### config.mk
export PLATFORM = sky130hd
export DESIGN_NAME = ifetch_unit_flat
export DESIGN_NICKNAME = d
export VERILOG_FILES = /design/src/rtl/ifetch_if.sv /design/src/rtl/ifetch_unit.sv /design/src/flat_wrapper.sv
export SDC_FILE = /design/constraint.sdc
export NUM_CORES = 1
export LEC_CHECK = 0
export ABC_AREA = 1
export BUFFER_PORTS_ARGS = -buffer_cell sky130_fd_sc_hd__clkbuf_2
export CORE_MARGIN = 2
export CORE_UTILIZATION = 60
export DETAILED_ROUTE_END_ITERATION = 10
export PLACE_DENSITY = 0.85
export SYNTH_ARGS = -nofsm -noshare
export SYNTH_HDL_FRONTEND = slang
export SYNTH_SLANG_ARGS = --single-unit
### constraint.sdc
create_clock -name HCLK -period 13.2 [get_ports HCLK]
set_input_delay 1.98 -clock HCLK [delete_from_list [all_inputs] [get_ports HCLK]]
set_output_delay 1.98 -clock HCLK [all_outputs]
set_load 0.1 [all_outputs]
### src/rtl/ifetch_if.sv
// Instruction-fetch bundle: ROM read port plus the decode-side valid/ready handshake
// and the core's redirect request.
interface ifetch_if;
  logic [63:0] HADDR;
  logic [63:0] HWDATA;
  logic [63:0] HRDATA;
  logic        redirect_valid;
  logic [63:0] redirect_pc;
  logic        inst_valid;
  logic        inst_ready;
  logic [31:0] inst_data;
  logic [63:0] inst_pc;
  logic        inst_fault;

  modport master (
    output HADDR, HWDATA, inst_valid, inst_data, inst_pc, inst_fault,
    input  HRDATA, redirect_valid, redirect_pc, inst_ready
  );

  modport slave (
    input  HADDR, HWDATA, inst_valid, inst_data, inst_pc, inst_fault,
    output HRDATA, redirect_valid, redirect_pc, inst_ready
  );
endinterface

### src/rtl/ifetch_unit.sv
// Instruction fetch: reads 8-byte ROM doublewords, extracts 32-bit words in program
// order and buffers them in a small FIFO for the decode stage; redirect flushes and restarts.
module ifetch_unit #(
  parameter logic [63:0] RESET_PC   = 64'h0,
  parameter int          FIFO_DEPTH = 4,
  parameter logic [63:0] ROM_START  = 64'h0,
  parameter int          ROM_SIZE   = 20480
) (
  input logic      HCLK,
  input logic      HRESETn,
  ifetch_if.master bus
);

  localparam int              PTR_W      = $clog2(FIFO_DEPTH);
  localparam logic [PTR_W:0]  DEPTH_C    = (PTR_W + 1)'(FIFO_DEPTH);
  localparam logic [63:0]     FETCH_SPAN = 64'(ROM_SIZE) - 64'd8;

  // Offset compare: addresses below ROM_START wrap to huge offsets and fall out of range.
  function automatic logic in_rom(input logic [63:0] addr);
    return (addr - ROM_START) < FETCH_SPAN;
  endfunction

  typedef enum logic {RUN, HALT} state_t;

  state_t            state;
  logic [63:0]       fetch_pc;
  logic [63:0]       haddr;
  logic [PTR_W-1:0]  head;
  logic [PTR_W-1:0]  tail;
  logic [PTR_W:0]    count;
  logic [31:0]       fifo_data  [FIFO_DEPTH];
  logic [63:0]       fifo_pc    [FIFO_DEPTH];
  logic              fifo_fault [FIFO_DEPTH];
  logic [31:0]       fetch_word;
  logic              fetch_fault;
  logic              head_vld;
  logic              pop;
  logic              push;

  assign haddr       = {fetch_pc[63:3], 3'b000};
  assign fetch_word  = fetch_pc[2] ? bus.HRDATA[63:32] : bus.HRDATA[31:0];
  assign fetch_fault = !in_rom(haddr) || (fetch_pc[1:0] != 2'b00);
  assign head_vld    = (count != '0);
  assign pop         = head_vld && bus.inst_ready;
  assign push        = (state == RUN) && ((count < DEPTH_C) || pop);

  // Control: fetch pointer, run/halt state and FIFO bookkeeping
  always_ff @(posedge HCLK or negedge HRESETn) begin
    if (!HRESETn) begin
      state    <= RUN;
      fetch_pc <= RESET_PC;
      head     <= '0;
      tail     <= '0;
      count    <= '0;
    end else if (bus.redirect_valid) begin
      state    <= RUN;
      fetch_pc <= bus.redirect_pc;
      head     <= '0;
      tail     <= '0;
      count    <= '0;
    end else begin
      if (push) begin
        tail <= tail + PTR_W'(1);
        if (fetch_fault) state <= HALT;
        else             fetch_pc <= fetch_pc + 64'd4;
      end
      if (pop) head <= head + PTR_W'(1);
      if (push && !pop)      count <= count + (PTR_W + 1)'(1);
      else if (!push && pop) count <= count - (PTR_W + 1)'(1);
    end
  end

  // Storage: entries are only meaningful below count, so no reset is needed here
  always_ff @(posedge HCLK) begin
    if (push && !bus.redirect_valid) begin
      fifo_data[tail]  <= fetch_fault ? 32'h0 : fetch_word;
      fifo_pc[tail]    <= fetch_pc;
      fifo_fault[tail] <= fetch_fault;
    end
  end

  assign bus.HADDR      = haddr;
  assign bus.HWDATA     = 64'h0;
  assign bus.inst_valid = head_vld;
  assign bus.inst_data  = head_vld ? fifo_data[head]  : 32'h0;
  assign bus.inst_pc    = head_vld ? fifo_pc[head]    : 64'h0;
  assign bus.inst_fault = head_vld ? fifo_fault[head] : 1'b0;

endmodule

### src/flat_wrapper.sv
// flat-port wrapper written by rule: the top's interface ports become plain ports
module ifetch_unit_flat 
#(
  parameter logic [63:0] RESET_PC   = 64'h0,
  parameter int          FIFO_DEPTH = 4,
  parameter logic [63:0] ROM_START  = 64'h0,
  parameter int          ROM_SIZE   = 20480
)
  (HCLK, HRESETn, bus_HADDR, bus_HWDATA, bus_inst_valid, bus_inst_data, bus_inst_pc, bus_inst_fault, bus_HRDATA, bus_redirect_valid, bus_redirect_pc, bus_inst_ready);
  ifetch_if bus_i ();
  input logic HCLK;
  input logic HRESETn;
  output wire logic [$bits(bus_i.HADDR)-1:0] bus_HADDR;
  output wire logic [$bits(bus_i.HWDATA)-1:0] bus_HWDATA;
  output wire logic [$bits(bus_i.inst_valid)-1:0] bus_inst_valid;
  output wire logic [$bits(bus_i.inst_data)-1:0] bus_inst_data;
  output wire logic [$bits(bus_i.inst_pc)-1:0] bus_inst_pc;
  output wire logic [$bits(bus_i.inst_fault)-1:0] bus_inst_fault;
  input wire logic [$bits(bus_i.HRDATA)-1:0] bus_HRDATA;
  input wire logic [$bits(bus_i.redirect_valid)-1:0] bus_redirect_valid;
  input wire logic [$bits(bus_i.redirect_pc)-1:0] bus_redirect_pc;
  input wire logic [$bits(bus_i.inst_ready)-1:0] bus_inst_ready;
  assign bus_HADDR = bus_i.HADDR;
  assign bus_HWDATA = bus_i.HWDATA;
  assign bus_inst_valid = bus_i.inst_valid;
  assign bus_inst_data = bus_i.inst_data;
  assign bus_inst_pc = bus_i.inst_pc;
  assign bus_inst_fault = bus_i.inst_fault;
  assign bus_i.HRDATA = bus_HRDATA;
  assign bus_i.redirect_valid = bus_redirect_valid;
  assign bus_i.redirect_pc = bus_redirect_pc;
  assign bus_i.inst_ready = bus_inst_ready;
  ifetch_unit #(.RESET_PC(RESET_PC), .FIFO_DEPTH(FIFO_DEPTH), .ROM_START(ROM_START), .ROM_SIZE(ROM_SIZE)) u_core (.HCLK(HCLK), .HRESETn(HRESETn), .bus(bus_i));
endmodule
==> metrics <==
1st-pass router iterations 6; Worst Skew 0.0206 ns; hold path cells 2; WL/cell ~19 um; total CTS buffers 45; Final Slew Violations 0; Hold Vio Cnt, Final 0; Remaining DRCs 0; Root Driver clkbuf_16; Iteration-0 DRC Markers 1492; worst vdd ir 0.277 mV; H-tree level count 2; first-pass GRT wire length between 70000 and 80000 um; Initial Util between 60 and 70%; GRT Total Usage 26.6%; post-synthesis cell count 1876; total grt overflow 0; critical path required time 11.22 ns; vias per inst 5.66; row count 66; grt met3 use 4.01%; finished layout cell area approximately 23000 um2; postcts setup bufs 0; ys flop type edfxtp_1; Clock Latency Late Sink ~0.55 ns; Tcrit/Tclk final 44.9%; DRT antenna net count 0; die width about 190 um; antenna cell count 0; number of synthesized flops with an enable pin slightly below 400; pin count of the biggest net entering global routing 115; core area 32700 um2; commonest non-fill, non-tap cell in the layout nor2_1; total routed wirelength 47100 um; setup slack after layout 7.27 ns; Max clock buf depth 3; Synth Cell Area about 20000 um2; crit path buf inv count 3; Hold Crit Class reg2reg; FMAX 169 MHz; CP Cell Sequence inv_4 > buf_4 > o21ai_0 > a21oi_1 > clkbuf_2; Post-Syn Area per Cell 10.7 um2; RSZ-0062 raised after global routing no; pre-CTS setup slack 7.96 ns; Die Y-Extent 187 um; crit end category output port; CTS sink cnt 460; Final Net Count about 2200; Total Die Area 34900 um2; Worst Path Class, Setup reg2out; I/O pin count 358; critical path depth in cells 5; detailed placement HPWL between 20000 and 30000 um; Worst path max stage delay 0.88 ns; CP max-delay cell buf_4; Top delay family on crit path buffers and inverters; initial antenna violation count 2; Max-cap violations 0; area growth from synthesis to layout 12.4%; final setup TNS 0 ns; RePlAce Congestion 0.838; endpoints failing setup 0; crit-path max FO roughly 110; most used routing layer met2; crit path DAT 3.95 ns; via count 14400; Synthesis Warnings 0; sequential area share after synthesis about two thirds; leakage 8.93 nW; async set-reset flop share out of synthesis 15.7%; PD cells around 250 nW/um2; Clk pin slew, worst setup/hold paths approximately 0.060 ns; worst-margin pin slew roughly 1.1 ns; port buffer count 290; outcome completed; share of cells above drive strength 1 roughly a fifth; Tmin final around 5.9 ns; CP Launch Type flip-flop; #FFs+latches synth 460; Synth cell types 29; Worst Reg-to-Reg Cells 5; met2 usage 45.0%; hold buffers post-CTS 0; grt met1 use between 30% and 40%; most frequent cells in the layout 488 x nor2_1, 388 x edfxtp_1, 289 x clkbuf_2; placed cell area around 21000 um2; TritonCTS clock tree yes; R2R Setup Slk approximately 10 ns; Max-slew headroom about a quarter; cts repair resizes 0; vias in the first global route 14100
==> flip-flops by register name, summed over array words and instances, names as in the netlist <==
signal             count
u_core.tail            2
u_core.count           3
u_core.head            2
u_core.fetch_pc       64
u_core.state           1
u_core.fifo_pc       256
u_core.fifo_data     128
u_core.fifo_fault      4
==> layout make-up <==
type                            instances  area, um2
Sequential cell                       460      13500
Fill cell                            2264      10200
Multi-Input combinational cell       1217       5310
Timing Repair Buffer                  305       1570
Clock buffer                           65       1350
Tap cell                              442        553
Clock inverter                         17        168
Inverter                               31        123
==> cell families (layout without fill, tap and decap cells) <==
group,count (synthesis),in the layout,synth area share [%]
buf+inv,265,418,7.80
xor+xnor,3,3,0.131
other cells,1,67,0.0187
compound gates,344,344,8.63
flops,460,460,67.1
simple gates,797,797,15.9
fa+ha+maj,6,6,0.412
==> report_power, final <==
part	internal (mW)	switching, mW
clock	0.767	0.523
sequential	1.68	0.0863
combinational	0.309	2.16
==> synthesized netlist by cell type, types with 2 or more instances <==
library cell  number  area (um2)
buf_6              5        56.3
dfrtp_1           72        1800
buf_2             41         205
nor2_1           492        1850
nand3_4            2        35.0
ha_1               5        62.6
inv_1             26        97.6
o21ai_0          207        1040
nand3_1           68         340
xnor2_1            2        17.5
nand3_2            7        70.1
nor3_1             3        15.0
nand2_1          212         796
o21bai_1           2        15.0
buf_1              9        33.8
edfxtp_1         388       11700
nand4_1            4        25.0
inv_2              5        18.8
a21oi_1          132         661
or2_2              2        12.5
o22ai_1            2        12.5
buf_4            128         961
clkbuf_1          51         191
nor2_2             6        37.5
==> final timing paths <==
path | startpoint | end
max | u_core.head[0] | bus_inst_fault
min | u_core.state | u_core.state
max reg2reg | u_core.state | u_core.fifo_data[2][20]
min reg2reg | u_core.state | u_core.state
max in group asynchronous | HRESETn | u_core.head[0]
min in group asynchronous | HRESETn | u_core.fetch_pc[63]
==> worst min-delay path: stages (launching register included) <==
cell and delay, ns:
dfrtp_1 0.35, nand2_1 0.06, nand2_1 0.05
==> metrics by stage <==
stage / utilization [%] / power, mW / cells / hold slack, ns
finish: 68.9 / 5.52 / 2537 / 0.492
global route: 68.9 / 5.69 / 2537 / 0.521
CTS: 68.9 / 5.53 / 2537 / 0.492
detailed placement: 64.3 / 4.25 / 2455 / 0.470
global placement: 64.3 / 4.22 / 2455 / 0.468
floorplan: - / 3.88 / 1942 / 0.443
==> routing by layer <==
| metal | up-vias | share of wire (%) |
|---|---|---|
| met5 | - | 0.023 |
| met4 | 2 | 3.2 |
| met3 | 121 | 9.0 |
| met2 | 851 | 50 |
| met1 | 6833 | 38 |
| li1 | 6557 | - |
Power figures use the tool's default switching activity.
